**config.mk**
```make
export PLATFORM = sky130hd
export DESIGN_NAME = operand_loader
export DESIGN_NICKNAME = d
export VERILOG_FILES = /design/src/rtl/operand_loader.sv
export SDC_FILE = /design/constraint.sdc
export NUM_CORES = 1
export LEC_CHECK = 0
export CORE_MARGIN = 4
export CORE_UTILIZATION = 35
export CTS_CLUSTER_SIZE = 10
export DETAILED_ROUTE_END_ITERATION = 10
export DONT_BUFFER_PORTS = 1
export HOLD_SLACK_MARGIN = 0.08
export PLACE_DENSITY = 0.47
export SYNTH_ARGS = -nofsm -noshare
export SYNTH_HDL_FRONTEND = slang
export SYNTH_SLANG_ARGS = --single-unit
```
**constraint.sdc**
```tcl
create_clock -name clk -period 1.9 [get_ports clk]
set_input_delay 0.38 -clock clk [delete_from_list [all_inputs] [get_ports clk]]
set_output_delay 0.38 -clock clk [all_outputs]
set_load 0.01 [all_outputs]
```
**src/rtl/operand_loader.sv**
```systemverilog
// Operand loader: streams operand words into the engine input RAM, zero-pads
// short batches, pulses start, then waits for the engine to report done.
module operand_loader #(
    parameter int DATA_W = 16,
    parameter int ADDR_W = 4
) (
    input  logic              clk,
    input  logic              rst,
    input  logic [DATA_W-1:0] in_data,
    input  logic              in_valid,
    input  logic              in_last,
    output logic              in_ready,
    output logic              ram_we,
    output logic [ADDR_W-1:0] ram_addr,
    output logic [DATA_W-1:0] ram_wdata,
    output logic              start,
    input  logic              eng_done,
    output logic              busy,
    output logic [ADDR_W:0]   loaded_cnt
);

    localparam int DEPTH = 2 ** ADDR_W;

    localparam logic [1:0] LOAD      = 2'd0;
    localparam logic [1:0] PAD       = 2'd1;
    localparam logic [1:0] START     = 2'd2;
    localparam logic [1:0] WAIT_DONE = 2'd3;

    localparam logic [ADDR_W:0] PTR_ONE   = (ADDR_W + 1)'(1);
    localparam logic [ADDR_W:0] PTR_FINAL = (ADDR_W + 1)'(DEPTH - 1);

    logic [1:0]      state;
    logic [ADDR_W:0] wr_ptr;
    logic            handshake;
    logic            at_final;

    assign in_ready  = (state == LOAD) & ~rst;
    assign handshake = in_valid & in_ready;
    assign at_final  = (wr_ptr == PTR_FINAL);

    // A full batch skips PAD; a short batch pads the remaining addresses with zeros.
    always_ff @(posedge clk) begin
        if (rst) begin
            state      <= LOAD;
            wr_ptr     <= '0;
            ram_we     <= 1'b0;
            ram_addr   <= '0;
            ram_wdata  <= '0;
            start      <= 1'b0;
            busy       <= 1'b0;
            loaded_cnt <= '0;
        end else begin
            ram_we <= 1'b0;
            start  <= 1'b0;
            case (state)
                LOAD: begin
                    if (handshake) begin
                        ram_we     <= 1'b1;
                        ram_addr   <= wr_ptr[ADDR_W-1:0];
                        ram_wdata  <= in_data;
                        wr_ptr     <= wr_ptr + PTR_ONE;
                        busy       <= 1'b1;
                        loaded_cnt <= wr_ptr + PTR_ONE;
                        if (at_final) begin
                            state <= START;
                        end else if (in_last) begin
                            state <= PAD;
                        end
                    end
                end
                PAD: begin
                    ram_we    <= 1'b1;
                    ram_addr  <= wr_ptr[ADDR_W-1:0];
                    ram_wdata <= '0;
                    wr_ptr    <= wr_ptr + PTR_ONE;
                    if (at_final) begin
                        state <= START;
                    end
                end
                START: begin
                    start  <= 1'b1;
                    wr_ptr <= '0;
                    state  <= WAIT_DONE;
                end
                WAIT_DONE: begin
                    if (eng_done) begin
                        busy  <= 1'b0;
                        state <= LOAD;
                    end
                end
                default: state <= LOAD;
            endcase
        end
    end

endmodule

```
Word level (Yosys, flattened, before mapping). Index checks and enable logic that the tools add are counted.

$add $sub $neg: 1. Equal/unequal tests: 8. Muxes and demuxes: 18. Bitwise logic cells: 3. Reductions and logical operators: 9.

Operator list (count): $pmux W16 S2 (1); $mux W16 (1); $pmux W5 S3 (1); $mux W2 (5); $pmux W2 S4 (1); $pmux W4 S2 (1); $ne A2 B2 Y1 const B (3); $reduce_and A2 Y1 (3); $add A5 B1 Y5 const B (1); $eq A5 B4 Y1 const B (1); $mux W5 (1); $eq A2 B2 Y1 const B (2); $mux W1 (4); $mux W4 (1); $pmux W1 S2 (2); $reduce_and A4 Y1 (1); $reduce_bool A2 Y1 (2); $ne A3 B3 Y1 const B (1); $reduce_and A3 Y1 (1); $reduce_bool A3 Y1 (1); $and A1 B1 Y1 (2); $eq A2 B1 Y1 const B (1); $logic_not A2 Y1 (1); $not A1 Y1 (1).

Register bits: 35. Input port bits: 21. Output and inout bits: 29. Logic and storage cells: 47.

Depth between registers and ports, before layout.
Depth in word-level cells: 5. Depth in mapped cells: 8. Gate-level depth less buffers: 6.

Worst setup path before layout. No wires, ideal clock.

Path kind: register -> register. Start point: register state[0]. End point: register ram_addr[1]. Library setup time: 0.128 ns. Arrival: 1.505 ns. Data required time: 1.772 ns. Slack: 0.267 ns. Stages on the path, launching flop included: 9. Buffers on the path: 2. Clock period less this slack: 1.633 ns. Cells stage by stage: dfxtp_1 -> inv_1 -> ha_1 -> and2_1 -> buf_6 -> a21oi_4 -> buf_6 -> mux2i_1 -> nor2_1.

Longest elaborated chain between the ends: 5. Elaborated cells between the ends (all ways): 8. Classes of those cells: eq/ne: 2; mux: 1; bitwise: 2; reduce/logical: 3.

RTL lines: start, declared (line 32) `logic [1:0] state;`; start signal, assigned (line 44) `state <= LOAD;`; start signal, assigned (line 65) `state <= START;`; start signal, assigned (line 67) `state <= PAD;`; $logic_not A2 Y1 (line 37, 55); $and A1 B1 Y1 (line 37) `assign in_ready = (state == LOAD) & ~rst;`; $and A1 B1 Y1 (line 38) `assign handshake = in_valid & in_ready;`; $ne A2 B2 Y1 (no line); $reduce_and A2 Y1 (no line); end signal, assigned (line 59) `ram_addr <= wr_ptr[ADDR_W-1:0];`; end signal, assigned (line 73) `ram_addr <= wr_ptr[ADDR_W-1:0];`; end, declared (line 14) `output logic [ADDR_W-1:0] ram_addr,`.

Several ways; a longest one is shown, not always the timed one. A chain may end at the register's enable or synchronous reset.

Worst setup path after layout.
Start point: register state[1]. End point: output port in_ready.

Longest elaborated chain between the ends: 2.

RTL lines: $logic_not A2 Y1 (line 37); $and A1 B1 Y1 (line 37); end, declared (line 12) `output logic in_ready,`.

No other way between the ends.

==> impl_results.md <==
- Post-synthesis sequential area ratio: 47.1%
- Fmax: 564 MHz
- Vias per cell: 5.10
- Yosys warns: 0
- Initial antenna violation count: 0
- Initial core utilization: 36.6%
- CTS tree: yes
- Worst Reg2Reg Path Length in Cells: 6
- Ranking of synthesized cells by area: dfxtp_1 47%, a22oi_1 8.6%, nor2_1 8.6%
- Setup Crit Path Kind: register to output pin
- Data arrival, critical path: 1390 ps
- Layout cells sized above 1: 9.55%
- TritonCTS Buffers: 5
- Max-cap check violation count: 0
- Worst setup EP type: output pin
- Worst slew margin: just under 80%
- Hold Crit Depth: 1
- Hold_buf cts: 0
- Cell variety after synth: 27
- Leak: 0.652 nW
- Met2 usage: 19.3%
- Largest net degree at the start of global routing: 38
- Peak supply drop: 686 uV
- Core Area: 4060 sq um
- Register bit total from synthesis: 35
- Fin Hold WS: 169 ps
- Worst hold-check path type: input port to register
- Critical-path maximum fanout: 7
- H-tree Lvls: 2
- DR iter-0 viols: 73
- Post-Syn Instances: 155
- IO Port Bufs: 0
- Area leader, netlist: dfxtp_1
- Worst Path Required: around 1500 ps
- Reg clk slew, reported paths: 60 ps
- Post-Syn Nets: 184
- DP HPWL: 2310 microns
- Setup TNS: 0 ps
- Filler Cells Inserted: 403
- Final hold violations: 0
- P&R area growth vs syn: 8.08%
- Final Cycle Share: about 93%
- # nets final: 186
- PD cells: 1540 nW/um^2
- Number of global-route vias before repair: 1,086
- Max Root-Sink Buffers: 2
- Gr ovfl total: 0
- Fin. max-slew vios: 0
- Status: finished clean
- Post-synth top area share: 47.1%
- Ant. Diodes: 0
- Drt wl/cell: 15.8 microns
- First-pass GRT wire length: about 5300 microns
- Unrepaired setup endpoints after global routing: no
- Horiz. Die Dim: 73.2 microns
- Final instance area: 1610 sq um
- Setup violators final: 0
- Die Height: 73.2 microns
- DR pass1 iterations: 4
- Final min period: 1770 ps
- Worst Setup Start Kind: register
- Clock Skews: 2.36 ps
- Synthesized area per cell: 9.59 sq um
- Placed inst area: roughly 1500 sq um
- # DRC: 0
- DR vias: 1,055
- Row count: 23
- Total GRT Usage: 12.9%
- Post-DRT Antenna Nets: 0
- Die ar.: approximately 5400 sq um
- GRT busiest layer: met2
- Met1 usage: 15.7%
- Mapped Area: 1490 sq um
- Root Buffer Master: clkbuf_8
- Slew @ Worst Pin: 305 ps
- GRT met3 Usage: under 10%
- Power Total: approximately 2.5 mW
- GPL Wtd Cong: 0.732
- Clock sink count: 35
- IO Count: 50
- Skew-Pair Late Insertion Delay: about 280 ps
- Final wirelength: 3260 microns
==> kinds of logic after synthesis <==
kind of cell	after synthesis	share of synthesized area, %
AO/OA/AOI/OAI	38	18.4
multiplexers	7	4.71
buffers and inverters	13	5.81
adder cells (fa/ha/maj)	8	6.73
XOR/XNOR	2	1.18
AND/OR/NAND/NOR	52	16.1
flip-flops	35	47.1
==> repair_timing <==
action,4_1_cts,5_1_grt
hold endpoints to repair,0,0
resized for setup,0,1
buffers inserted,0,0
endpoints found under the setup margin,0,1
==> synth_stat cells (all sizes together) <==
cell    instances
nand3b          2
nor2           35
a21oi          11
o21bai          1
nor2b           3
a211o           1
a211oi          1
inv             5
mux2i           7
xnor2           2
and2            1
a32o            1
nand2b          3
nand3           1
nand2           5
ha              8
and3            1
o21ai           5
buf             5
clkbuf          3
a22oi          17
a311oi          1
nor4b           1
dfxtp          35
==> layout by cell type (no fill, tap or decap), drive strengths merged <==
| cell | n |
|---|---|
| nand2b | 3 |
| a21oi | 11 |
| a311oi | 1 |
| ha | 8 |
| a22oi | 17 |
| a211oi | 1 |
| mux2i | 7 |
| nor2 | 35 |
| a211o | 1 |
| nand2 | 5 |
| o21ai | 5 |
| nor4b | 1 |
| inv | 5 |
| buf | 3 |
| and2 | 1 |
| clkbuf | 6 |
| and3 | 1 |
| o21bai | 1 |
| clkinv | 1 |
| nand3b | 2 |
| xnor2 | 2 |
| nor2b | 3 |
| a32o | 1 |
| dfxtp | 35 |
| nand3 | 1 |
==> worst max-delay path, stage by stage (launching register included) <==
cell	delay, ps
dfxtp_1	360
inv_1	130
ha_2	280
inv_1	110
nor2_1	230
==> worst paths after layout <==
path / startpoint / end / slack, ps
worst min register to register: wr_ptr[4] / wr_ptr[4] / 500
worst max register to register: wr_ptr[0] / state[1] / 240
worst max-delay path: state[1] / in_ready / 130
worst min-delay path: rst / start / 170
==> stage by stage <==
step                      utilization, %  setup WS, ps  cells
after global placement              37.4           252    200
after global routing                39.6          9.86    207
final                               39.6           128    207
after CTS                           39.5          4.56    207
after floorplan                        -           267    155
after detailed placement            37.4           165    200
==> flip-flops by register name (all words and copies together) (netlist names) <==
signal	cells
busy	1
loaded_cnt	5
ram_addr	4
ram_wdata	16
ram_we	1
start	1
state	2
wr_ptr	5
==> cell type report <==
type / instances / area (sq um) / share of cell area, %
multi-input cells: 107 / 702 / 43.7
flip-flops and latches: 35 / 701 / 43.6
clock buffers: 6 / 82.6 / 5.14
inverters: 5 / 18.8 / 1.17
repair buffers: 3 / 35.0 / 2.18
clock inverters: 1 / 5.00 / 0.312
well taps: 50 / 62.6 / 3.89
==> routing by layer <==
metal	vias up	wire, microns
met3	2	240
met4	0	17
met1	480	1490
met2	35	1510
li1	538	-
met5	-	0
==> where the power goes <==
part	switching [mW]	internal (mW)	leakage [nW]	total, mW
sequential	0.210	0.915	0.286	1.12
clock	0.243	0.284	0.0470	0.527
combinational	0.466	0.348	0.318	0.814
total	0.920	1.55	0.652	2.47
No activity file was read; power rests on OpenSTA's default activity.
